==> src/rtl/std_fifo_push_arb_if.sv <==
// Push-side bundle between producers, the arbiter and a shared std_fifo.
// Carries the lock vector only when STD_FIFO_PUSH_ARB_LOCK_EN is defined.
interface std_fifo_push_arb_if #(
    parameter int N = 4,
    parameter int WIDTH = 8,
    parameter int DEPTH_ADDR_WIDTH = 3
);
    logic [N-1:0]            req;
    logic [N*WIDTH-1:0]      req_d;
    logic [N-1:0]            gnt;
    logic                    fifo_push;
    logic [WIDTH-1:0]        fifo_d;
    logic [DEPTH_ADDR_WIDTH:0] fifo_count;
`ifdef STD_FIFO_PUSH_ARB_LOCK_EN
    logic [N-1:0]            lock;

    modport master (
        output req, req_d, fifo_count, lock,
        input  gnt, fifo_push, fifo_d
    );
    modport slave (
        input  req, req_d, fifo_count, lock,
        output gnt, fifo_push, fifo_d
    );
`else
    modport master (
        output req, req_d, fifo_count,
        input  gnt, fifo_push, fifo_d
    );
    modport slave (
        input  req, req_d, fifo_count,
        output gnt, fifo_push, fifo_d
    );
`endif
endinterface

==> src/rtl/std_fifo_push_arb.sv <==
// Round-robin arbiter sharing the push side of one std_fifo among N producers.
// Optional burst locking is enabled with STD_FIFO_PUSH_ARB_LOCK_EN.
module std_fifo_push_arb #(
    parameter int N = 4,
    parameter int WIDTH = 8,
    parameter int DEPTH = 8,
    parameter int DEPTH_ADDR_WIDTH = $clog2(DEPTH - 1)
) (
    input logic                clk,
    input logic                rst,
    std_fifo_push_arb_if.slave bus
);
    localparam int PW = $clog2(N);
    localparam int CW = DEPTH_ADDR_WIDTH + 2;

    logic [PW-1:0]    ptr;
    logic             push_r;
    logic [WIDTH-1:0] d_r;
    logic [CW-1:0]    occ;
    logic             space;
    logic [N-1:0]     elig;
    logic [N-1:0]     gnt_c;
    logic [PW-1:0]    win;
    logic             found;
    logic             xfer;
    int               idx;

    // The FIFO count lags the push in flight by one cycle, so add it back.
    assign occ   = CW'(bus.fifo_count) + CW'(push_r);
    assign space = occ < CW'(DEPTH);

`ifdef STD_FIFO_PUSH_ARB_LOCK_EN
    typedef enum logic {UNLOCKED, LOCKED} state_t;

    state_t        state, state_nx;
    logic [PW-1:0] owner, owner_nx;

    // While locked only the owner competes for the FIFO.
    always_comb begin
        elig = bus.req;
        if (state == LOCKED) elig = bus.req & (N'(1) << owner);
    end

    // Lock entry on a locked transfer, exit on unlock transfer or dropped req.
    always_comb begin
        state_nx = state;
        owner_nx = owner;
        unique case (state)
            UNLOCKED: begin
                if (xfer && bus.lock[win]) begin
                    state_nx = LOCKED;
                    owner_nx = win;
                end
            end
            LOCKED: begin
                if (!bus.req[owner] || (xfer && !bus.lock[owner]))
                    state_nx = UNLOCKED;
            end
            default: state_nx = UNLOCKED;
        endcase
    end

    // Lock state register.
    always_ff @(posedge clk or negedge rst) begin
        if (!rst) begin
            state <= UNLOCKED;
            owner <= '0;
        end else begin
            state <= state_nx;
            owner <= owner_nx;
        end
    end
`else
    assign elig = bus.req;
`endif

    // Search from ptr upward, wrapping; first eligible request wins.
    always_comb begin
        gnt_c = '0;
        win   = '0;
        found = 1'b0;
        idx   = 0;
        for (int k = 0; k < N; k++) begin
            idx = int'(ptr) + k;
            if (idx >= N) idx = idx - N;
            if (!found && elig[idx]) begin
                found = 1'b1;
                win   = PW'(idx);
            end
        end
        if (found && space && rst) gnt_c[win] = 1'b1;
    end

    assign xfer          = |gnt_c;
    assign bus.gnt       = gnt_c;
    assign bus.fifo_push = push_r;
    assign bus.fifo_d    = d_r;

    // Capture the winner's word and advance the pointer past it.
    always_ff @(posedge clk or negedge rst) begin
        if (!rst) begin
            ptr    <= '0;
            push_r <= 1'b0;
            d_r    <= '0;
        end else begin
            push_r <= xfer;
            if (xfer) begin
                d_r <= bus.req_d[int'(win)*WIDTH +: WIDTH];
                ptr <= (win == PW'(N - 1)) ? '0 : win + 1'b1;
            end
        end
    end
endmodule

==> src/flat_wrapper.sv <==
// flat-port wrapper written by rule: the top's interface ports become plain ports
module std_fifo_push_arb_flat 
#(
    parameter int N = 4,
    parameter int WIDTH = 8,
    parameter int DEPTH = 8,
    parameter int DEPTH_ADDR_WIDTH = $clog2(DEPTH - 1)
)
  (clk, rst, bus_req, bus_req_d, bus_fifo_count, bus_gnt, bus_fifo_push, bus_fifo_d);
  std_fifo_push_arb_if #(.N(N), .WIDTH(WIDTH), .DEPTH_ADDR_WIDTH(DEPTH_ADDR_WIDTH)) bus_i ();
  input logic clk;
  input logic rst;
  input wire logic [$bits(bus_i.req)-1:0] bus_req;
  input wire logic [$bits(bus_i.req_d)-1:0] bus_req_d;
  input wire logic [$bits(bus_i.fifo_count)-1:0] bus_fifo_count;
  output wire logic [$bits(bus_i.gnt)-1:0] bus_gnt;
  output wire logic [$bits(bus_i.fifo_push)-1:0] bus_fifo_push;
  output wire logic [$bits(bus_i.fifo_d)-1:0] bus_fifo_d;
  assign bus_i.req = bus_req;
  assign bus_i.req_d = bus_req_d;
  assign bus_i.fifo_count = bus_fifo_count;
  assign bus_gnt = bus_i.gnt;
  assign bus_fifo_push = bus_i.fifo_push;
  assign bus_fifo_d = bus_i.fifo_d;
  std_fifo_push_arb #(.N(N), .WIDTH(WIDTH), .DEPTH(DEPTH), .DEPTH_ADDR_WIDTH(DEPTH_ADDR_WIDTH)) u_core (.clk(clk), .rst(rst), .bus(bus_i));
endmodule
==> config.mk <==
export PLATFORM = sky130hd
export DESIGN_NAME = std_fifo_push_arb_flat
export DESIGN_NICKNAME = d
export VERILOG_FILES = /design/src/rtl/std_fifo_push_arb_if.sv /design/src/rtl/std_fifo_push_arb.sv /design/src/flat_wrapper.sv
export SDC_FILE = /design/constraint.sdc
export NUM_CORES = 1
export LEC_CHECK = 0
export CORE_ASPECT_RATIO = 0.7
export CORE_UTILIZATION = 25
export DETAILED_ROUTE_END_ITERATION = 7
export MAX_ROUTING_LAYER = met4
export PLACE_DENSITY = 0.68
export SLEW_MARGIN = 20
export SYNTH_ARGS = -nofsm -noshare
export SYNTH_HDL_FRONTEND = slang
export SYNTH_SLANG_ARGS = --single-unit
==> constraint.sdc <==
create_clock -name clk -period 2.52 [get_ports clk]
set_input_delay 0.504 -clock clk [delete_from_list [all_inputs] [get_ports clk]]
set_output_delay 0.504 -clock clk [all_outputs]
set_load 0.01 [all_outputs]
# Yosys cells after proc, flatten, opt, wreduce, memory -nomap -nowiden
# Index checks and enable logic that the tools add are counted.
# word_totals
input_bits,42
memories,0
output_inout_bits,13
wordCells,63
latch_bits,0
register_bits,11
mem_bits_ro,0
ramBits,0
# classes
add_sub_neg,9
reduce_logical,10
shift,1
n_lt_le_gt_ge,11
n_mux,28
n_mul,0
bitwise_logic,0
n_div,0
eq_ne,1
# op_table
cell,count
$lt 32x4->1 const B,4
$mux 32,4
$ge 32x4->1 const B,3
$sub 32x4->32 const B,3
$shiftx 32x6->8,1
$mux 1,13
$mux 2,5
$bmux 1 s2,4
$add 2x2->3 const B,2
$logic_and 1x1->1,6
$add 4x1->5,1
$lt 5x4->1 const B,1
$mux 4,1
$reduce_or 4->1,1
$sub 2x3->4 const B,1
$add 2x1->3 const B,1
$ge 2x3->1 const B,1
$logic_not 1->1,3
$lt 2x3->1 const B,1
$add 2x1->2 const B,1
$demux 1 s2,1
$eq 2x2->1 const B,1
$ge 2x1->1 const B,1

# Depth between registers and ports, before layout
# depth
word_depth,21
depth_mapped,10

# Least setup slack after synthesis
# Ideal clock, no wire load.
# synth_timing
path_type,input to register
startpoint,in bus_req[2]
endpoint,reg u_core.d_r[0] (netlist: u_core.bus.fifo_d[0])
t_arrival_ns,2.221
path_buffers,2
slack_ns,0.174
setup_time_ns,0.125
t_required_ns,2.395
path_stages,9
cell_sequence,nor2b_1 > a311oi_1 > or2_4 > inv_6 > buf_12 > ha_1 > o31a_1 > buf_4 > mux2_4
# synth_between
elab_chain_cells,19
elab_cells_between_ends,36
# synth_lines
element,line_no,text
from (decl),flat_wrapper.sv:13,input wire logic [$bits(bus_i.req)-1:0] bus_req;
$bmux 1 s2,std_fifo_push_arb.sv:86,if (!found && elig[idx]) begin
$mux 1 (not written as such) (2 in a row),std_fifo_push_arb.sv:86,
$mux 1,std_fifo_push_arb.sv:86,
$logic_not 1->1,std_fifo_push_arb.sv:86,
$logic_and 1x1->1,std_fifo_push_arb.sv:86,
$mux 1,std_fifo_push_arb.sv:86,
$logic_not 1->1,std_fifo_push_arb.sv:86,
$logic_and 1x1->1,std_fifo_push_arb.sv:86,
(+3 left out),-,
$mux 2,std_fifo_push_arb.sv:86,
$lt 2x3->1 (not written as such) or $ge 2x1->1 (tied branches),std_fifo_push_arb.sv:91,if (found && space && rst) gnt_c[win] = 1'b1;
$logic_and 1x1->1 (not written as such),std_fifo_push_arb.sv:91,
$mux 1 (not written as such),std_fifo_push_arb.sv:91,
$demux 1 s2,-,
$mux 4 *,std_fifo_push_arb.sv:91,
$reduce_or 4->1 *,std_fifo_push_arb.sv:94,assign xfer = |gnt_c;
via u_core.xfer,std_fifo_push_arb.sv:25,logic xfer;
to (signal assigned),std_fifo_push_arb.sv:108,d_r <= bus.req_d[int'(win)*WIDTH +: WIDTH];
to (decl),std_fifo_push_arb.sv:18,logic [WIDTH-1:0] d_r;
# Mark *: on every way through the listed nets, which the timed path passes. The rest lies on a longest branch. The select of a mux whose other input is x is not followed.
# A chain may end at the register's enable or synchronous reset.

# Worst setup path after layout
# layout_timing
startpoint,in bus_req[2]
endpoint,out bus_gnt[3]
# layout_between
elab_chain_cells,18
elab_cells_between_ends,34
# layout_lines
element,line_no,text
$bmux 1 s2,std_fifo_push_arb.sv:86,
$mux 1 (not written as such) (2 in a row),std_fifo_push_arb.sv:86,
$mux 1,std_fifo_push_arb.sv:86,
$logic_not 1->1,std_fifo_push_arb.sv:86,
$logic_and 1x1->1,std_fifo_push_arb.sv:86,
$mux 1,std_fifo_push_arb.sv:86,
$logic_not 1->1,std_fifo_push_arb.sv:86,
$logic_and 1x1->1,std_fifo_push_arb.sv:86,
$mux 1,std_fifo_push_arb.sv:86,
$logic_not 1->1,std_fifo_push_arb.sv:86,
$logic_and 1x1->1,std_fifo_push_arb.sv:86,
$mux 2,std_fifo_push_arb.sv:86,
$lt 2x3->1 (not written as such) or $ge 2x1->1 (tied branches),std_fifo_push_arb.sv:91,
$logic_and 1x1->1 (not written as such),std_fifo_push_arb.sv:91,
$mux 1 (not written as such),std_fifo_push_arb.sv:91,
$demux 1 s2,-,
$mux 4 *,std_fifo_push_arb.sv:91,
to (decl),flat_wrapper.sv:16,output wire logic [$bits(bus_i.gnt)-1:0] bus_gnt;
# Every way passes the cells marked *; elsewhere a longest branch is shown, timed or not. The select of a mux whose other input is x is not followed.

==> impl_metrics.sql <==
INSERT INTO impl_metrics (metric_group, metric, value, unit) VALUES
('run_status', 'status', 'finished with violations', ''),
('run_status', 'failed_checks', 'design-rule violations', ''),
('pwr', 'power.ir.vdd_worst', '327', 'µV'),
('pwr', 'swShare', '32.3', '%'),
('sta', 'grt_setup_unrepaired', 'true', ''),
('synthesis', 'seq_area_frac_synth', '32.8', '%'),
('global_routing', 'grt_remaining_overflow', '0', ''),
('synthesis', 'synth_largest_type_area_fraction', '32.8', '%'),
('drt', 'drc_errors', '1', ''),
('global_routing', 'gr-max-usage-layer', 'met2', ''),
('drt', 'detailedRoute.firstPassIterationCount', '5', ''),
('clocking', 'tritoncts', 'done', ''),
('synthesis', 'synth_top_cell_by_area', 'sky130_fd_sc_hd__dfrtp_1', ''),
('layout', 'final_core_util', '48.7', '%'),
('floorplan', 'std_cell_rows', '17', ''),
('place', 'dpl.hpwl', '1.74', 'mm'),
('worst_setup_path', 'worst_path_dominant_cell_family', 'buffers and inverters', ''),
('sta', 'slew_headroom', '80.9', '%'),
('drt', 'wl_per_cell', '12.2', 'µm'),
('sta', 'drv_slew', '0', ''),
('synthesis', 'mappedNetlistNets', '115', ''),
('layout', 'num-nets-final', '184', ''),
('worst_setup_path', 'critical_path.endpoint_type', 'output port', ''),
('worst_setup_path', 'critical_path_arrival', '1950', 'ps'),
('layout', 'area.growth.synth_to_final', '84.2', '%'),
('worst_hold_path', 'worst_hold_path_type', 'register to register', ''),
('floorplan', 'floorplan.initialDensity', '26.5', '%'),
('sta', 'worstMarginPinSlew', '285', 'ps'),
('drt', 'viasPerCell', '4.50', ''),
('synthesis', 'number_of_synthesized_flops_with_an_enable_pin', '0', ''),
('clocking', 'numCtsBuffers', '3', ''),
('clocking', 'clkLatencyLatePin', '230', 'ps'),
('global_routing', 'grt_max_degree', '17', ''),
('worst_setup_path', 'critPathMaxFanout', '4', ''),
('layout', 'num_antenna_cells', '0', ''),
('synthesis', 'distinct_cell_type_count_after_synthesis', '24', ''),
('synthesis', 'postSynthCellCount', '72', ''),
('pwr', 'power.net_switching', '0.404', 'mW'),
('floorplan', 'design.portCount', '55', ''),
('clocking', 'cts.sink_count', '11', ''),
('layout', 'fill_cells', '291', ''),
('clocking', 'clock_tree.htree_level_count', '1', ''),
('global_routing', 'antenna_found_initial', '0', ''),
('synthesis', 'synth_ff_type', 'sky130_fd_sc_hd__dfrtp_1', ''),
('sta', 'post-route-worst-setup-slack', '68.9', 'ps'),
('sta', 'worst_case_hold_slack', '508', 'ps'),
('sta', 'setup-violations-final', '0', ''),
('pwr', 'combinational_power_share', '60.3', '%'),
('synthesis', 'synth.top_cells.by_count', 'sky130_fd_sc_hd__mux2i_1 (25), sky130_fd_sc_hd__dfrtp_1 (11), sky130_fd_sc_hd__mux2_4 (8)', ''),
('sta', 'timing.final.crit_share', '97.3', '%'),
('worst_setup_path', 'cp-start-kind', 'input pin', ''),
('global_routing', 'grt_util_all_layers', '13.9', '%'),
('synthesis', 'yosysWarnings', '0', ''),
('sta', 'clock_skew', '1.10', 'ps'),
('place', 'pre_cts_slack', '-400', 'ps'),
('pwr', 'post-layout-total-power', '1.25', 'mW'),
('drt', 'detailroute.via_count', '801', ''),
('clocking', 'clk_root_buffer_cell', 'sky130_fd_sc_hd__clkbuf_8', ''),
('worst_setup_path', 'worst-r2r-setup-slack', '340', 'ps'),
('pwr', 'power_density', '810', 'mW/mm²'),
('worst_setup_path', 'path_cells', 'dlygate4sd2_1 > nor2b_1 > a311oi_2 > or2_4 > buf_4 > buf_4 > nor2_1 > dlygate4sd2_1', ''),
('worst_setup_path', 'cp.required', '2020', 'ps'),
('floorplan', 'die-area', '0.00359', 'mm²'),
('pwr', 'seqPwrFrac', '26.1', '%'),
('job', 'maxCapViolations', '0', ''),
('synthesis', 'synthesis.area_per_instance', '11.6', 'µm²'),
('sta', 'final_period_minus_worst_setup_slack', '2450', 'ps'),
('floorplan', 'core_area', '0.00317', 'mm²'),
('worst_setup_path', 'criticalPathCategory', 'input pin to output port', ''),
('floorplan', 'dieHeight', '50.5', 'µm'),
('pwr', 'power.internal', '0.847', 'mW');
-- cell usage in the layout (no fill, tap or decap) --
cell / netlist / layout
sky130_fd_sc_hd__a211oi_2: 0 / 1
sky130_fd_sc_hd__clkbuf_2: 0 / 1
sky130_fd_sc_hd__buf_4: 2 / 12
sky130_fd_sc_hd__a21oi_1: 3 / 3
sky130_fd_sc_hd__nand2b_1: 1 / 1
sky130_fd_sc_hd__clkbuf_8: 0 / 3
sky130_fd_sc_hd__nor2_1: 4 / 4
sky130_fd_sc_hd__nor2b_1: 1 / 1
sky130_fd_sc_hd__dfrtp_1: 11 / 11
sky130_fd_sc_hd__and3_1: 1 / 1
sky130_fd_sc_hd__or2_4: 1 / 1
sky130_fd_sc_hd__nand4_1: 1 / 1
sky130_fd_sc_hd__nor4_1: 1 / 1
sky130_fd_sc_hd__nand2_1: 1 / 1
sky130_fd_sc_hd__mux2_4: 8 / 8
sky130_fd_sc_hd__dlygate4sd2_1: 0 / 7
sky130_fd_sc_hd__clkbuf_1: 0 / 1
sky130_fd_sc_hd__and2_1: 1 / 1
sky130_fd_sc_hd__ha_1: 1 / 1
sky130_fd_sc_hd__inv_1: 2 / 2
sky130_fd_sc_hd__mux2i_1: 25 / 25
sky130_fd_sc_hd__clkdlybuf4s50_1: 0 / 46
sky130_fd_sc_hd__inv_6: 1 / 1
sky130_fd_sc_hd__buf_12: 1 / 1
sky130_fd_sc_hd__nand2_2: 1 / 1
sky130_fd_sc_hd__o31a_1: 1 / 1
sky130_fd_sc_hd__a311oi_2: 0 / 1
sky130_fd_sc_hd__o21a_1: 1 / 1
sky130_fd_sc_hd__nor4bb_1: 1 / 1
-- worst paths after layout --
| check | depth (start not counted) | start | endpoint |
|---|---|---|---|
| hold / removal | 1 | u_core.bus.fifo_d[6] | u_core.bus.fifo_d[6] |
| min in group asynchronous | 2 | rst | u_core.bus.fifo_d[7] |
| setup / recovery | 8 | bus_req[2] | bus_gnt[3] |
| setup reg to reg | 9 | u_core.ptr[0] | u_core.bus.fifo_d[5] |
| max in group asynchronous | 2 | rst | u_core.bus.fifo_d[6] |
| hold reg to reg | 1 | u_core.bus.fifo_d[6] | u_core.bus.fifo_d[6] |
-- power groups by stage --
stage / Combinational, mW / Sequential, mW / Clock, mW
5_1_grt: 0.821 / 0.343 / 0.187
4_1_cts: 0.755 / 0.328 / 0.178
3_3_place_gp: 0.717 / 0.325 / 0
2_1_floorplan: 0.399 / 0.344 / 0
6_report: 0.754 / 0.327 / 0.170
3_5_place_dp: 0.734 / 0.325 / 0
-- state kept, by name, summed over array words and instances (netlist names) --
name,flops
u_core.bus.fifo_push,1
u_core.ptr,2
u_core.bus.fifo_d,8
-- metal layers --
metal / vias to the layer above / wire, µm
met5: - / 0
met4: 0 / 0
li1: 398 / -
met3: 0 / 171
met1: 368 / 945
met2: 35 / 1060
-- what timing repair did --
item                       in CTS  in global routing
resized for setup               9                  2
setup buffers                   3                  1
gates cloned                    0                  0
setup endpoints to repair       4                  2
pin swaps                       2                  1
-- kinds of logic (layout without fill, tap and decap cells) --
kind of cell	Yosys count	after routing	share of synthesized area, %
mux	33	33	44.2
buf+inv	6	74	6.12
fa+ha+maj	1	1	1.49
compound gates	7	7	5.67
simple gates	14	14	9.70
flops	11	11	32.8
-- metrics by stage --
step	instances	setup TNS (ps)
after CTS	177	0
after floorplan	72	0
after global routing	178	-46.0
after detailed placement	170	-3060
final	178	0
after global placement	170	-2520
-- cell type report --
cell class              instances  area [µm²]  share of cell area, %
repair buffers                 67         637                   41.2
multi-input cells              55         523                   33.9
well taps                      38        47.5                   3.08
flip-flops and latches         11         275                   17.8
clock buffers                   4        45.0                   2.92
inverters                       3        16.3                   1.05
Power figures use the tool's default switching activity.
